===== src/rtl/stage3_fc_pkg.sv =====
// Shared constants and FSM state type for the stage-3 fully-connected controller.
package stage3_fc_pkg;

    localparam int CO       = 3;   // output channels (classes)
    localparam int OUT_BW   = 16;  // bias-added result width per channel
    localparam int CLASS_BW = 2;

    typedef enum logic [2:0] {
        IDLE,
        ACC,
        DRAIN,
        BIAS,
        WAIT,
        DONE
    } fc_state_t;

endpackage


===== src/rtl/stage3_fc_ctrl_if.sv =====
// Feature-stream handshake between the pooled-feature source / MAC array and the FC controller.
interface stage3_fc_ctrl_if #(
    parameter int ADDR_BW = 6
);

    logic               i_feat_valid;
    logic               o_feat_ready;
    logic [ADDR_BW-1:0] o_w_addr;
    logic               o_acc_en;

    // Feature source / MAC side.
    modport master (
        output i_feat_valid,
        input  o_feat_ready,
        input  o_w_addr,
        input  o_acc_en
    );

    // Controller side.
    modport slave (
        input  i_feat_valid,
        output o_feat_ready,
        output o_w_addr,
        output o_acc_en
    );

endinterface


===== src/rtl/stage3_argmax3.sv =====
// Combinational signed argmax over the CO=3 bias-added channel results; ties go to the lowest index.
module stage3_argmax3
    import stage3_fc_pkg::*;
(
    input  logic [CO*OUT_BW-1:0] result,
    output logic [CLASS_BW-1:0]  idx
);

    logic signed [OUT_BW-1:0] ch0, ch1, ch2;
    logic signed [OUT_BW-1:0] best_val;

    assign ch0 = result[0*OUT_BW +: OUT_BW];
    assign ch1 = result[1*OUT_BW +: OUT_BW];
    assign ch2 = result[2*OUT_BW +: OUT_BW];

    // NOTE: every always_comb output gets a default first, otherwise a latch is inferred.
    always_comb begin
        best_val = ch0;
        idx      = 2'd0;
        // Strict '>' keeps the earlier channel on a tie.
        if (ch1 > best_val) begin
            best_val = ch1;
            idx      = 2'd1;
        end
        if (ch2 > best_val) begin
            best_val = ch2;
            idx      = 2'd2;
        end
    end

endmodule


===== src/rtl/stage3_fc_ctrl.sv =====
// Stage-3 FC sequencer: counts N_IN features into the MAC array, fires the bias core, reports done.
// Optional argmax classification is enabled by defining STAGE3_FC_ARGMAX_EN.
module stage3_fc_ctrl
    import stage3_fc_pkg::*;
#(
    parameter int N_IN    = 48,
    parameter int ADDR_BW = 6
) (
    input  logic                  clk,
    input  logic                  reset_n,
    stage3_fc_ctrl_if.slave       feat,
    output logic                  o_acc_clr,
    output logic                  o_core_valid,
    input  logic                  i_core_valid,
    input  logic [CO*OUT_BW-1:0]  i_core_result,
    output logic                  o_done,
    output logic                  o_busy,
    output logic                  o_err,
    output logic [CLASS_BW-1:0]   o_class,
    output logic                  o_class_valid
);

    localparam logic [ADDR_BW-1:0] LAST_IDX = ADDR_BW'(N_IN - 1);

    fc_state_t          state_q;
    logic [ADDR_BW-1:0] cnt_q;
    logic               feat_ready_q;
    logic               core_valid_q;
    logic               done_q;
    logic               acc_clr_q;
    logic               busy_q;
    logic               err_q;
    logic               accept;

    // Gated by reset_n so no accumulate strobe escapes while reset is held.
    assign accept = feat.i_feat_valid & feat_ready_q & reset_n;

    assign feat.o_feat_ready = feat_ready_q;
    assign feat.o_acc_en     = accept;
    assign feat.o_w_addr     = cnt_q;
    assign o_acc_clr         = acc_clr_q;
    assign o_core_valid      = core_valid_q;
    assign o_done            = done_q;
    assign o_busy            = busy_q;
    assign o_err             = err_q;

    // NOTE: sequential state uses non-blocking assignments so all registers update from pre-edge values.
    always_ff @(posedge clk or negedge reset_n) begin
        if (!reset_n) begin
            state_q      <= IDLE;
            cnt_q        <= '0;
            feat_ready_q <= 1'b1;
            core_valid_q <= 1'b0;
            done_q       <= 1'b0;
            acc_clr_q    <= 1'b1;
            busy_q       <= 1'b0;
            err_q        <= 1'b0;
        end else begin
            if (i_core_valid && (state_q != WAIT)) begin
                err_q <= 1'b1;
            end
            case (state_q)
                IDLE, ACC: begin
                    acc_clr_q <= 1'b0;
                    if (accept) begin
                        busy_q <= 1'b1;
                        if (cnt_q == LAST_IDX) begin
                            cnt_q        <= '0;
                            state_q      <= DRAIN;
                            feat_ready_q <= 1'b0;
                        end else begin
                            cnt_q   <= cnt_q + ADDR_BW'(1);
                            state_q <= ACC;
                        end
                    end
                end
                DRAIN: begin
                    // One cycle lets the final MAC product land before the bias add.
                    state_q      <= BIAS;
                    core_valid_q <= 1'b1;
                end
                BIAS: begin
                    state_q      <= WAIT;
                    core_valid_q <= 1'b0;
                end
                WAIT: begin
                    if (i_core_valid) begin
                        state_q   <= DONE;
                        done_q    <= 1'b1;
                        acc_clr_q <= 1'b1;
                    end
                end
                DONE: begin
                    state_q      <= IDLE;
                    done_q       <= 1'b0;
                    acc_clr_q    <= 1'b0;
                    busy_q       <= 1'b0;
                    feat_ready_q <= 1'b1;
                end
                default: begin
                    state_q <= IDLE;
                end
            endcase
        end
    end

`ifdef STAGE3_FC_ARGMAX_EN
    logic [CLASS_BW-1:0] argmax_idx;
    logic [CLASS_BW-1:0] class_q;
    logic                class_valid_q;

    stage3_argmax3 u_argmax (
        .result (i_core_result),
        .idx    (argmax_idx)
    );

    always_ff @(posedge clk or negedge reset_n) begin
        if (!reset_n) begin
            class_q       <= '0;
            class_valid_q <= 1'b0;
        end else begin
            class_valid_q <= 1'b0;
            if ((state_q == WAIT) && i_core_valid) begin
                class_q       <= argmax_idx;
                class_valid_q <= 1'b1;
            end
        end
    end

    assign o_class       = class_q;
    assign o_class_valid = class_valid_q;
`else
    logic unused_core_result;

    assign unused_core_result = ^i_core_result;
    assign o_class            = '0;
    assign o_class_valid      = 1'b0;
`endif

endmodule


===== src/flat_wrapper.sv =====
// flat-port wrapper written by rule: the top's interface ports become plain ports
module stage3_fc_ctrl_flat import stage3_fc_pkg::*;
#(
    parameter int N_IN    = 48,
    parameter int ADDR_BW = 6
)
  (clk, reset_n, o_acc_clr, o_core_valid, i_core_valid, i_core_result, o_done, o_busy, o_err, o_class, o_class_valid, feat_i_feat_valid, feat_o_feat_ready, feat_o_w_addr, feat_o_acc_en);
  stage3_fc_ctrl_if #(.ADDR_BW(ADDR_BW)) feat_i ();
  input  logic clk;
  input  logic reset_n;
  output logic o_acc_clr;
  output logic o_core_valid;
  input  logic i_core_valid;
  input  logic [CO*OUT_BW-1:0] i_core_result;
  output logic o_done;
  output logic o_busy;
  output logic o_err;
  output logic [CLASS_BW-1:0] o_class;
  output logic o_class_valid;
  input wire logic [$bits(feat_i.i_feat_valid)-1:0] feat_i_feat_valid;
  output wire logic [$bits(feat_i.o_feat_ready)-1:0] feat_o_feat_ready;
  output wire logic [$bits(feat_i.o_w_addr)-1:0] feat_o_w_addr;
  output wire logic [$bits(feat_i.o_acc_en)-1:0] feat_o_acc_en;
  assign feat_i.i_feat_valid = feat_i_feat_valid;
  assign feat_o_feat_ready = feat_i.o_feat_ready;
  assign feat_o_w_addr = feat_i.o_w_addr;
  assign feat_o_acc_en = feat_i.o_acc_en;
  stage3_fc_ctrl #(.N_IN(N_IN), .ADDR_BW(ADDR_BW)) u_core (.clk(clk), .reset_n(reset_n), .feat(feat_i), .o_acc_clr(o_acc_clr), .o_core_valid(o_core_valid), .i_core_valid(i_core_valid), .i_core_result(i_core_result), .o_done(o_done), .o_busy(o_busy), .o_err(o_err), .o_class(o_class), .o_class_valid(o_class_valid));
endmodule

===== config.mk =====
export PLATFORM = sky130hd
export DESIGN_NAME = stage3_fc_ctrl_flat
export DESIGN_NICKNAME = d
export VERILOG_FILES = /design/src/rtl/stage3_fc_pkg.sv /design/src/rtl/stage3_fc_ctrl_if.sv /design/src/rtl/stage3_argmax3.sv /design/src/rtl/stage3_fc_ctrl.sv /design/src/flat_wrapper.sv
export SDC_FILE = /design/constraint.sdc
export NUM_CORES = 1
export LEC_CHECK = 0
export CAP_MARGIN = 20
export CORE_ASPECT_RATIO = 1.25
export CORE_MARGIN = 1
export CORE_UTILIZATION = 30
export CTS_BUF_LIST = sky130_fd_sc_hd__clkbuf_16
export DETAILED_ROUTE_END_ITERATION = 16
export PLACE_DENSITY = 0.9
export SYNTH_ARGS = -nofsm -noshare
export SYNTH_HDL_FRONTEND = slang
export SYNTH_SLANG_ARGS = --single-unit

===== constraint.sdc =====
create_clock -name clk -period 1.9 [get_ports clk]
set_input_delay 0.38 -clock clk [delete_from_list [all_inputs] [get_ports clk]]
set_output_delay 0.38 -clock clk [all_outputs]
set_load 0.02 [all_outputs]

* Word-level counts from Yosys, hierarchy flattened
Index checks and enable logic that the tools add are counted.
Word-level totals: flip-flop bits (word level) 15, input port bits 52, output and inout port bits 16, logic and storage cells 49
Cells by class: add/sub/neg operators 1, equality and inequality tests 10, mux-type cells 14, bitwise gates (word level) 2, reductions and logical operators 14
Operators by type and width (number):
- $pmux W3 S4 | 1
- $pmux W1 S2 | 5
- $reduce_and A2 Y1 | 5
- $reduce_bool A2 Y1 | 4
- $add A6 B1 Y6 const B | 1
- $eq A3 B2 Y1 const B | 2
- $eq A3 B3 Y1 const B | 2
- $eq A6 B6 Y1 const B | 1
- $mux W3 | 2
- $mux W6 | 1
- $mux W1 | 4
- $ne A2 B2 Y1 const B | 2
- $eq A3 B1 Y1 const B | 1
- $logic_not A3 Y1 | 1
- $ne A3 B3 Y1 const B | 1
- $reduce_and A3 Y1 | 1
- $reduce_or A3 Y1 | 1
- $and A1 B1 Y1 | 2
- $mux W2 | 1
- $ne A2 B1 Y1 const B | 1
- $reduce_or A2 Y1 | 1
- $logic_and A1 B1 Y1 | 1

* Depth between registers and ports, before layout
depth after elaboration 4, mapped depth 5, depth with buffers taken out 5

* Least setup slack after synthesis
No wires, ideal clock.
kind reg2reg, from reg u_core.feat_ready_q, in the netlist u_core.feat.o_feat_ready, to reg u_core.state_q[0], setup time 0.101 ns, data arrival time 1.458 ns, required time 1.799 ns, slack 0.341 ns, cell stages (with the launch flop) 5, buffers on the path 0, period minus slack after synthesis 1.559 ns, cell sequence dfstp_2 nand3_1 inv_1 mux2_2 o32ai_1
Between the ends: longest elaborated chain between the ends 4
Ends and longest elaborated chain:
- from (decl) | line stage3_fc_ctrl.sv:27 | logic feat_ready_q;
- from (signal assigned) | line stage3_fc_ctrl.sv:52 | feat_ready_q <= 1'b1;
- from (signal assigned) | line stage3_fc_ctrl.sv:70 | feat_ready_q <= 1'b0;
- from (signal assigned) | line stage3_fc_ctrl.sv:98 | feat_ready_q <= 1'b1;
- $and A1 B1 Y1 (2 in series) | line stage3_fc_ctrl.sv:36 | assign accept = feat.i_feat_valid & feat_ready_q & reset_n;
- named net feat_o_acc_en | line flat_wrapper.sv:23 | output wire logic [$bits(feat_i.o_acc_en)-1:0] feat_o_acc_en;
- $ne A2 B2 Y1 (no line)
- $reduce_and A2 Y1 (no line)
- to (signal assigned) | line stage3_fc_ctrl.sv:50 | state_q <= IDLE;
- to (signal assigned) | line stage3_fc_ctrl.sv:69 | state_q <= DRAIN;
- to (signal assigned) | line stage3_fc_ctrl.sv:73 | state_q <= ACC;
- to (decl) | line stage3_fc_ctrl.sv:25 | fc_state_t state_q;
The timed path passes the listed nets, and every way through them passes these cells. A chain may end at the register's enable or synchronous reset.

* Final worst setup path
from reg u_core.feat_ready_q, in the netlist u_core.feat.o_feat_ready, to out feat_o_feat_ready
RTL lines:
- to (decl) | line flat_wrapper.sv:21 | output wire logic [$bits(feat_i.o_feat_ready)-1:0] feat_o_feat_ready;
No word-level cell between the ends.

==> Implementation_results.wiki <==
{| class="wikitable"
! Metric !! Value
|-
| Slowest stage delay, CP || 0.61 ns
|-
| Share of layout cells above drive strength 1 || 16.0%
|-
| Per-cell routed wire length || 11.9 um
|-
| Most instantiated library cell after synthesis || dfrtp_1
|-
| Initial standard-cell utilization of the core || 32.5%
|-
| Max VDD drop || 0.565 mV
|-
| Setup Viol. Count Final || 0
|-
| Clock network latency to the later pin of the worst-skew pair || 0.25 ns
|-
| DIE WIDTH || 46.2 um
|-
| Startpoint type of the worst setup path || register
|-
| Wire length of the first global-routing pass || 2560 um
|-
| 1st-iter DRT viols || 5
|-
| Area of the placeable core || 2260 um^2
|-
| Global Route met1 Usage || 15.0%
|-
| Largest net degree at the start of global routing || 16
|-
| Status || finished, final reports clean
|-
| Worst setup EP type || output port
|-
| Flip-flop and latch count after synthesis || 15
|-
| Final net count || 148
|-
| Power density over the cells || 1090 nW/um^2
|-
| Synthesized netlist cell count || 73
|-
| Count of nets left with antenna violations after detail routing || 0
|-
| Leakage power figure || 0.456 nW
|-
| Num CTS Buffers || 3
|-
| Non-Filler Instances || 125
|-
| Antenna diode count || 0
|-
| Antenna violations before repair || 0
|-
| CTS root buffer || clkbuf_16
|-
| Vias || 609
|-
| Slowest cell on crit path || clkdlybuf4s50_1
|-
| Die footprint || 2650 um^2
|-
| Met2 usage || 22.3%
|-
| Layout Area Growth over Synthesis || 37.5%
|-
| Depth of the worst register-to-register path || 5
|-
| Chip height || 57.3 um
|-
| Hold bufs inserted after CTS || 0
|-
| HPWL after detailed placement || 1110 um
|-
| Setup Crit Path Kind || reg2out
|-
| Post-Syn Area per Cell || 10.0 um^2
|-
| Post-synth EDFFs || 0
|-
| DRT Pass-1 Iters || 4
|-
| Hold Crit Class || reg2reg
|-
| Setup Slack @ Placement || -0.133 ns
|-
| Top Usage Layer GRT || met2
|-
| Clock-pin slew on the worst setup and hold paths || 0.05 ns
|-
| Top post-synthesis cells by count || dfrtp_1, nand2_1, a21oi_1
|-
| Post-Route WL || 1490 um
|-
| Routing usage on met3 || 3.80%
|-
| CP required || 1.52 ns
|-
| Global-route usage over all layers || 13.6%
|-
| Post-Route Skew || 0.000354 ns
|-
| Worst Hold Path Cells || 1
|-
| Crit path buffers/inverters || 1
|-
| Proportion of synthesized chip area in sequential cells || 51.5%
|-
| DR vias/cell || 4.87
|-
| Deepest clock path buffer count || 2
|-
| Hold Violations, Final || 0
|-
| Period utilization || 93.3%
|-
| Max FO, Critical Path || 3
|-
| Via count of the first global-routing pass || 633
|-
| Clock tree from TritonCTS || yes
|-
| Top cells by area, synth || dfrtp_1, dfstp_2, a21oi_1, nand2_1, buf_4
|-
| CP cell instances || clkdlybuf4s50_1
|-
| Slew Limit Fails || 0
|-
| Post-synthesis instance area || 733 um^2
|-
| Total number of H-tree levels || 1
|-
| Max frequency || 0.564 GHz
|-
| Gate family responsible for the most delay along the worst path || buffers and inverters
|-
| Async SR Flop Fraction || 100%
|-
| Top-level I/O count || 68
|-
| RSZ-0062 raised after global routing || false
|-
| Residual overflow from global routing || 0
|-
| Number of warnings printed during yosys synthesis || 0
|-
| Number of port buffers || 16
|-
| DRC violations left || 0
|-
| Post-Place Cells || 121
|-
| Final min period || 1.77 ns
|-
| Stages on the worst setup path || 1
|-
| Setup Buffers After CTS || 0
|-
| Most used flip-flop cell after synthesis || dfrtp_1
|-
| Netlist cell types || 31
|-
| Maxcap violations || 0
|-
| Final WS setup || 0.127 ns
|-
| Yosys top cell area share || 44.4%
|-
| Std-Cell Rows || 19
|-
| Total clock sinks || 15
|-
| Data arrival time at the worst-slack endpoint || 1.39 ns
|-
| Library cell occupying the most area in the post-synthesis netlist || dfrtp_1
|-
| Routability-driven placement congestion ratio || 0.729
|}
## timing repair
item	4_1_cts	5_1_grt
endpoints found under the hold margin	0	0
resized for setup	1	0
endpoints found under the setup margin	1	0
## placed cells by master, fill, tap and decap left out, types with 3 or more instances in the layout
cell type and n:
buf_4 4, nor2_1 3, o21ai_0 4, nand2_1 9, a21oi_1 7, clkdlybuf4s50_1 15
dfrtp_1 13, inv_1 4, conb_1 3, clkbuf_16 3
## sequential cells by signal, indices dropped and copies added (netlist names)
signal	cells
u_core.feat.o_w_addr	6
u_core.feat.o_feat_ready	1
u_core.o_acc_clr	1
u_core.o_err	1
u_core.state_q	3
u_core.o_core_valid	1
u_core.o_busy	1
u_core.o_done	1
## path summary, 6_finish.rpt
kind | start | to | slack, ns
max in group asynchronous | reset_n | u_core.o_acc_clr | 1.18
hold reg to reg | u_core.o_err | u_core.o_err | 0.46
setup reg to reg | u_core.feat.o_w_addr[0] | u_core.state_q[0] | 0.34
setup / recovery | u_core.feat.o_feat_ready | feat_o_feat_ready | 0.13
hold / removal | u_core.o_err | u_core.o_err | 0.46
min in group asynchronous | reset_n | u_core.o_done | 0.48
## through the flow
stage                     utilization (%)  hold slack (ns)  setup TNS (ns)  power (mW)  cell area, um^2
after floorplan                         -           0.0844               0       0.563              741
after global placement               41.2            0.444          -0.124       0.689              931
after detailed placement             41.2            0.454          -0.133       0.701              931
after CTS                            44.7            0.469               0        1.11             1010
after global routing                 44.7            0.474               0        1.15             1010
final                                44.7            0.463               0        1.10             1010
## power by group
group / internal, mW / total (mW) / switching [mW]
Clock: 0.278 / 0.403 / 0.124
Combinational: 0.133 / 0.267 / 0.134
Sequential: 0.369 / 0.428 / 0.0590
Total: 0.780 / 1.10 / 0.318
## routing by layer
layer,vias up,wire (um),share of wire [%]
met2,22,759,51
met4,0,37,2.5
met5,-,0,0
met1,295,615,41
li1,288,-,-
met3,4,74,5.0
## cells by family (layout without fill, tap and decap cells)
| family | after synthesis | in the layout | share of synthesized area (%) |
|---|---|---|---|
| xor+xnor | 1 | 1 | 1.19 |
| flops | 15 | 15 | 51.5 |
| simple gates | 27 | 27 | 21.3 |
| fa+ha+maj | 1 | 1 | 1.71 |
| mux | 1 | 1 | 1.54 |
| compound gates | 19 | 19 | 15.4 |
| other cells | 1 | 3 | 0.511 |
| buf+inv | 8 | 27 | 6.82 |
## final cells by class
cell class,instances,area [um^2]
Clock buffer,3,75.1
Fill cell,220,1250
Inverter,3,11.3
Clock inverter,1,3.75
Timing Repair Buffer,20,189
Sequential cell,15,378
Multi-Input combinational cell,52,313
Tap cell,31,38.8
Note: power is estimated with default switching activity, not from simulation.
